$ cat config.mk
export PLATFORM = sky130hd
export DESIGN_NAME = stream_align
export DESIGN_NICKNAME = d
export VERILOG_FILES = /design/src/rtl/stream_align.sv
export SDC_FILE = /design/constraint.sdc
export NUM_CORES = 1
export LEC_CHECK = 0
export CAP_MARGIN = 20
export CORE_MARGIN = 1.5
export CORE_UTILIZATION = 45
export DETAILED_ROUTE_END_ITERATION = 7
export PLACE_DENSITY = 0.72
export SYNTH_ARGS = -nofsm -noshare
export SYNTH_HDL_FRONTEND = slang
export SYNTH_SLANG_ARGS = --single-unit
$ cat constraint.sdc
create_clock -name clk -period 6.47 [get_ports clk]
set_input_delay 1.941 -clock clk [delete_from_list [all_inputs] [get_ports clk]]
set_output_delay 1.941 -clock clk [all_outputs]
set_load 0.05 [all_outputs]
$ cat src/rtl/stream_align.sv
// stream_align: re-aligns two valid-tagged streams whose relative latency is
// unknown. Each stream is buffered in its own small FIFO. Whenever both FIFOs
// hold at least one word, the two heads are popped together and registered
// as an aligned (A,B) pair.
//
// Stream semantics: there is no ready signal in either direction.
//   - a_valid/b_valid mark a word present in that cycle. The word is accepted
//     unless its FIFO is full and no pop happens at the same edge, or flush is
//     high. A rejected word (other than on flush) sets the sticky overflow flag.
//   - out_valid is a one-cycle pulse per pair, and the consumer must take
//     every pulse.

// Circular FIFO with a separate occupancy count, so full and empty are never
// ambiguous. The pointers are log2(DEPTH) bits and wrap naturally, which is
// why DEPTH must be a power of two.
module stream_align_fifo #(
    parameter int W     = 20,
    parameter int DEPTH = 4
) (
    input  logic                         clk,
    input  logic                         rst,
    input  logic                         clear,
    input  logic                         push,
    input  logic [W-1:0]                 push_data,
    input  logic                         pop,
    output logic [W-1:0]                 head,
    output logic [$clog2(DEPTH+1)-1:0]   count,
    output logic                         overflow
);
    localparam int PW = $clog2(DEPTH);
    localparam int CW = $clog2(DEPTH+1);

    logic [W-1:0]  mem [DEPTH];
    logic [PW-1:0] wr_ptr;
    logic [PW-1:0] rd_ptr;
    logic          full;
    logic          push_en;
    logic          pop_en;

    assign full    = (count == CW'(DEPTH));
    // A pop at the same edge frees a slot, so a full FIFO can still take a word.
    assign push_en = push && !clear && (!full || pop);
    assign pop_en  = pop && !clear;
    assign head    = mem[rd_ptr];

    // Storage write. The contents need no reset because count gates every read.
    always_ff @(posedge clk) begin
        if (push_en) begin
            mem[wr_ptr] <= push_data;
        end
    end

    // Pointers, occupancy and the sticky overflow flag.
    always_ff @(posedge clk) begin
        if (rst) begin
            wr_ptr   <= '0;
            rd_ptr   <= '0;
            count    <= '0;
            overflow <= 1'b0;
        end else if (clear) begin
            // Flush empties the FIFO but keeps the overflow history.
            wr_ptr <= '0;
            rd_ptr <= '0;
            count  <= '0;
        end else begin
            if (push_en) begin
                wr_ptr <= wr_ptr + PW'(1);
            end
            if (pop_en) begin
                rd_ptr <= rd_ptr + PW'(1);
            end
            case ({push_en, pop_en})
                2'b10:   count <= count + CW'(1);
                2'b01:   count <= count - CW'(1);
                default: count <= count;
            endcase
            if (push && full && !pop) begin
                overflow <= 1'b1;
            end
        end
    end
endmodule

// Top level: two FIFOs plus the registered output pair.
module stream_align #(
    parameter int BITSIZE = 20,
    parameter int DEPTH   = 4
) (
    input  logic                         clk,
    input  logic                         rst,
    input  logic                         flush,
    input  logic                         a_valid,
    input  logic [BITSIZE-1:0]           a_data,
    input  logic                         b_valid,
    input  logic [BITSIZE-1:0]           b_data,
    output logic                         out_valid,
    output logic [BITSIZE-1:0]           out_a,
    output logic [BITSIZE-1:0]           out_b,
    output logic [$clog2(DEPTH+1)-1:0]   a_count,
    output logic [$clog2(DEPTH+1)-1:0]   b_count,
    output logic                         overflow_a,
    output logic                         overflow_b
);
    logic [BITSIZE-1:0] a_head;
    logic [BITSIZE-1:0] b_head;
    logic               pop;

    // The pop decision uses the pre-edge counts only. A word pushed at this
    // edge is never popped at the same edge, which gives a minimum latency of
    // two edges.
    assign pop = (a_count != '0) && (b_count != '0) && !flush;

    stream_align_fifo #(
        .W     (BITSIZE),
        .DEPTH (DEPTH)
    ) u_fifo_a (
        .clk       (clk),
        .rst       (rst),
        .clear     (flush),
        .push      (a_valid),
        .push_data (a_data),
        .pop       (pop),
        .head      (a_head),
        .count     (a_count),
        .overflow  (overflow_a)
    );

    stream_align_fifo #(
        .W     (BITSIZE),
        .DEPTH (DEPTH)
    ) u_fifo_b (
        .clk       (clk),
        .rst       (rst),
        .clear     (flush),
        .push      (b_valid),
        .push_data (b_data),
        .pop       (pop),
        .head      (b_head),
        .count     (b_count),
        .overflow  (overflow_b)
    );

    // Output pair register. Data holds its last value between pulses and
    // across a flush. Only reset zeroes it.
    always_ff @(posedge clk) begin
        if (rst) begin
            out_valid <= 1'b0;
            out_a     <= '0;
            out_b     <= '0;
        end else begin
            out_valid <= pop;
            if (pop) begin
                out_a <= a_head;
                out_b <= b_head;
            end
        end
    end
endmodule

==> reports/metrics.cfg <==
[status]
run_status=complete, no violations

[logic_synthesis]
synth.ff_latch_count=217
netlist-cell-type-count=36
cell_count_after_synthesis=522
avgSynthCellArea_sq_um=16.39
ys_seq_area_share_pct=69.51
synth.yosys.warnings=0
synthesis.area_sq_um=8553
yosys.cell_count.top_type=sky130_fd_sc_hd__edfxtp_1
synth_async_sr_flop_share_pct=0
yosys-top-cells-area=sky130_fd_sc_hd__edfxtp_1, sky130_fd_sc_hd__dfxtp_1, sky130_fd_sc_hd__mux4_2
postSynthNetCount=579
synth_top_cell_area_share_pct=56.17
synth_edf_count=160
synth_area_leader_cell=sky130_fd_sc_hd__edfxtp_1
synth_flop_cell=sky130_fd_sc_hd__edfxtp_1
synth_commonest_cells=sky130_fd_sc_hd__edfxtp_1, sky130_fd_sc_hd__dfxtp_1, sky130_fd_sc_hd__a21oi_1

[timing]
slew_viol_final=0
timing.fmax_mhz=249.8
setup_viol=0
final.min_clock_period_ns=4.003
period_share_pct=61.87
max_slew.worst_pin.slew_ns=1.100
setup_repair_after_global_routing_missed_its_margin=no
totalNegativeSetupSlack_ns=0
slew_headroom_pct=26.57
final.setup_skew_ns=0.005311
final-hold-violation-count=0

[floorplanning]
die_w_um=140.9
rows=50
die_area_sq_um=19840
io_count=94
initial_core_util_pct=45.88
coreArea_sq_um=18640
die_height_um=140.9

[worst_setup_path]
critical_path_peak_fanout=30
worst-endpoint-required_ns=6.89
setup_crit_end_kind=register
startpoint_kind_of_the_worst_setup_timing_path=primary input
critical_path_class=primary input to register
critical_path_arrival_ns=4.43

[global_routing]
antenna_found_initial=0
grt_first_pass_wirelength_um=28700
grt_pass1_vias=5191
grt_max_degree=50
grtUsageTotal_pct=18.71
grt_remaining_overflow=0

[cts]
clock_sink_count=217
clk_latency_ns=0.49
cts_hold_repair.buffers=0
htree_levels=1
cts_inserted_buffers=22
ctsLongestPathBuffers=3
clock_tree.root_cell=sky130_fd_sc_hd__clkbuf_16
clkTransAtPathRegs_ns=0.06
tritoncts=built
cts_post_setup_buffers_inserted=0
ctsResizeCount=0

[power]
power.share.sequential_pct=51.9
power.internal_mw=2.347
pwr-share-comb_pct=4.1
p_leak_nw=3.199
part_of_the_total_power_dissipated_in_the_clock_network_pct=44.0
swShare_pct=19.64
irDropWorstVdd_mv=0.1854
total_switching_power_mw=0.5737
powerDensity_nw_per_um2=282.0

[job]
max_cap_violations=0

[drt]
wirelength_um=18010
drcViolationCount=0
routed_via_density=5.841
drt-initial-drc-count=361
drt.antenna.violating_nets=0
detailroute.via_count=4988
wire_per_inst_um=21.08
drt-pass1-iter-count=5

[layout]
area_growth_pct=21.08
share_of_layout_cells_above_drive_strength_1_pct=14.35
filler_cell_count=1453
fin_nets=661
diode_insertion_count_for_antenna_repair=0
fin_cells=854

[hold_path]
min_path_type=register to register

[placement]
dp_wirelength_um=10680
place_congestion=0.7345
placement.io_buffers=93
post-place-cells=813

[area by class of cell]
| cell class | instances | area [sq um] | share of cell area (%) |
|---|---|---|---|
| inverters | 14 | 52.55 | 0.5074 |
| flip-flops and latches | 217 | 5946 | 57.41 |
| well taps | 234 | 292.8 | 2.827 |
| clock buffers | 30 | 621.8 | 6.005 |
| clock inverters | 10 | 123.9 | 1.196 |
| multi-input cells | 247 | 2311 | 22.31 |
| repair buffers | 102 | 1008 | 9.738 |
[layer usage]
layer	up-vias	wire (um)	track usage, %	part of all wire, %
li1	2238	-	-	-
met1	2556	7527	24.23	42
met2	176	8999	31.84	50
met3	18	1152	3.736	6.4
met4	0	326	6.140	1.8
met5	-	0	0	0
[logic make-up after synthesis]
kind of cell / count (synthesis) / share of synthesized area (%)
simple gates: 92 / 6.466
fa+ha+maj: 12 / 1.931
flops: 217 / 69.51
mux: 47 / 11.35
xor+xnor: 4 / 0.4096
buf+inv: 58 / 3.613
compound gates: 92 / 6.715
[sequential cells by signal, summed over array words and instances (netlist names)]
name,count
u_fifo_a.rd_ptr,2
out_valid,1
u_fifo_b.wr_ptr,2
u_fifo_a.overflow,1
u_fifo_b.mem,80
u_fifo_b.count,3
out_b,20
u_fifo_b.overflow,1
out_a,20
u_fifo_a.mem,80
u_fifo_a.wr_ptr,2
u_fifo_b.rd_ptr,2
u_fifo_a.count,3
[stage by stage]
step | total power, mW | utilization, % | setup slack [ns] | hold slack, ns | instance area, sq um
6_report | 2.921 | 55.55 | 2.467 | 0.4694 | 10360
5_1_grt | 3.010 | 55.55 | 2.321 | 0.4925 | 10360
4_1_cts | 2.936 | 55.40 | 2.470 | 0.4717 | 10330
3_5_place_dp | 1.665 | 51.40 | 1.972 | 0.4635 | 9583
3_3_place_gp | 1.660 | 51.40 | 2.030 | 0.4533 | 9583
2_1_floorplan | 1.604 | - | 2.796 | 0.4677 | 8553
[layout by cell type, fill, tap and decap left out, drive strengths merged]
cell,n
nand3b,1
nor3b,1
dfxtp,57
clkdlybuf4s50,91
nor2,9
or3,8
a41oi,1
mux4,40
a31oi,3
edfxtp,160
nand2b,2
a21boi,1
nor4,2
nand4,40
clkbuf,30
inv,13
and4,2
ha,10
buf,11
and2,8
nor2b,3
fa,2
and3b,1
a21oi,44
xor2,4
mux2i,7
o31ai,40
o21ai,2
or2,1
nand2,11
clkinvlp,1
a32oi,1
clkinv,7
nor3,3
bufinv,3
[power by group through the flow]
stage	registers, mW	logic, mW	clock network, mW
after global placement	1.54	0.115	0
after floorplan	1.55	0.0565	0
final	1.52	0.120	1.29
after CTS	1.52	0.120	1.30
after detailed placement	1.55	0.119	0
after global routing	1.52	0.130	1.36
[worst max-delay path, cell delays in order]
cell and delay, ns:
sky130_fd_sc_hd__buf_2 0.26, sky130_fd_sc_hd__buf_4 0.33, sky130_fd_sc_hd__nor3_1 0.57, sky130_fd_sc_hd__ha_1 0.29, sky130_fd_sc_hd__inv_1 0.06, sky130_fd_sc_hd__fa_1 0.37
sky130_fd_sc_hd__xor2_1 0.15, sky130_fd_sc_hd__or3_1 0.30, sky130_fd_sc_hd__a21oi_1 0.15
[worst paths after layout]
| path | from | endpoint | slack [ns] | depth (start not counted) |
|---|---|---|---|---|
| worst max-delay path | flush | u_fifo_b.count[2] | 2.47 | 9 |
| worst min-delay path | out_a[3] | out_a[3] | 0.47 | 2 |
| worst max register to register | u_fifo_a.count[2] | u_fifo_b.count[2] | 3.57 | 9 |
| worst min register to register | out_a[3] | out_a[3] | 0.47 | 2 |
No activity file was read; power rests on OpenSTA's default activity.
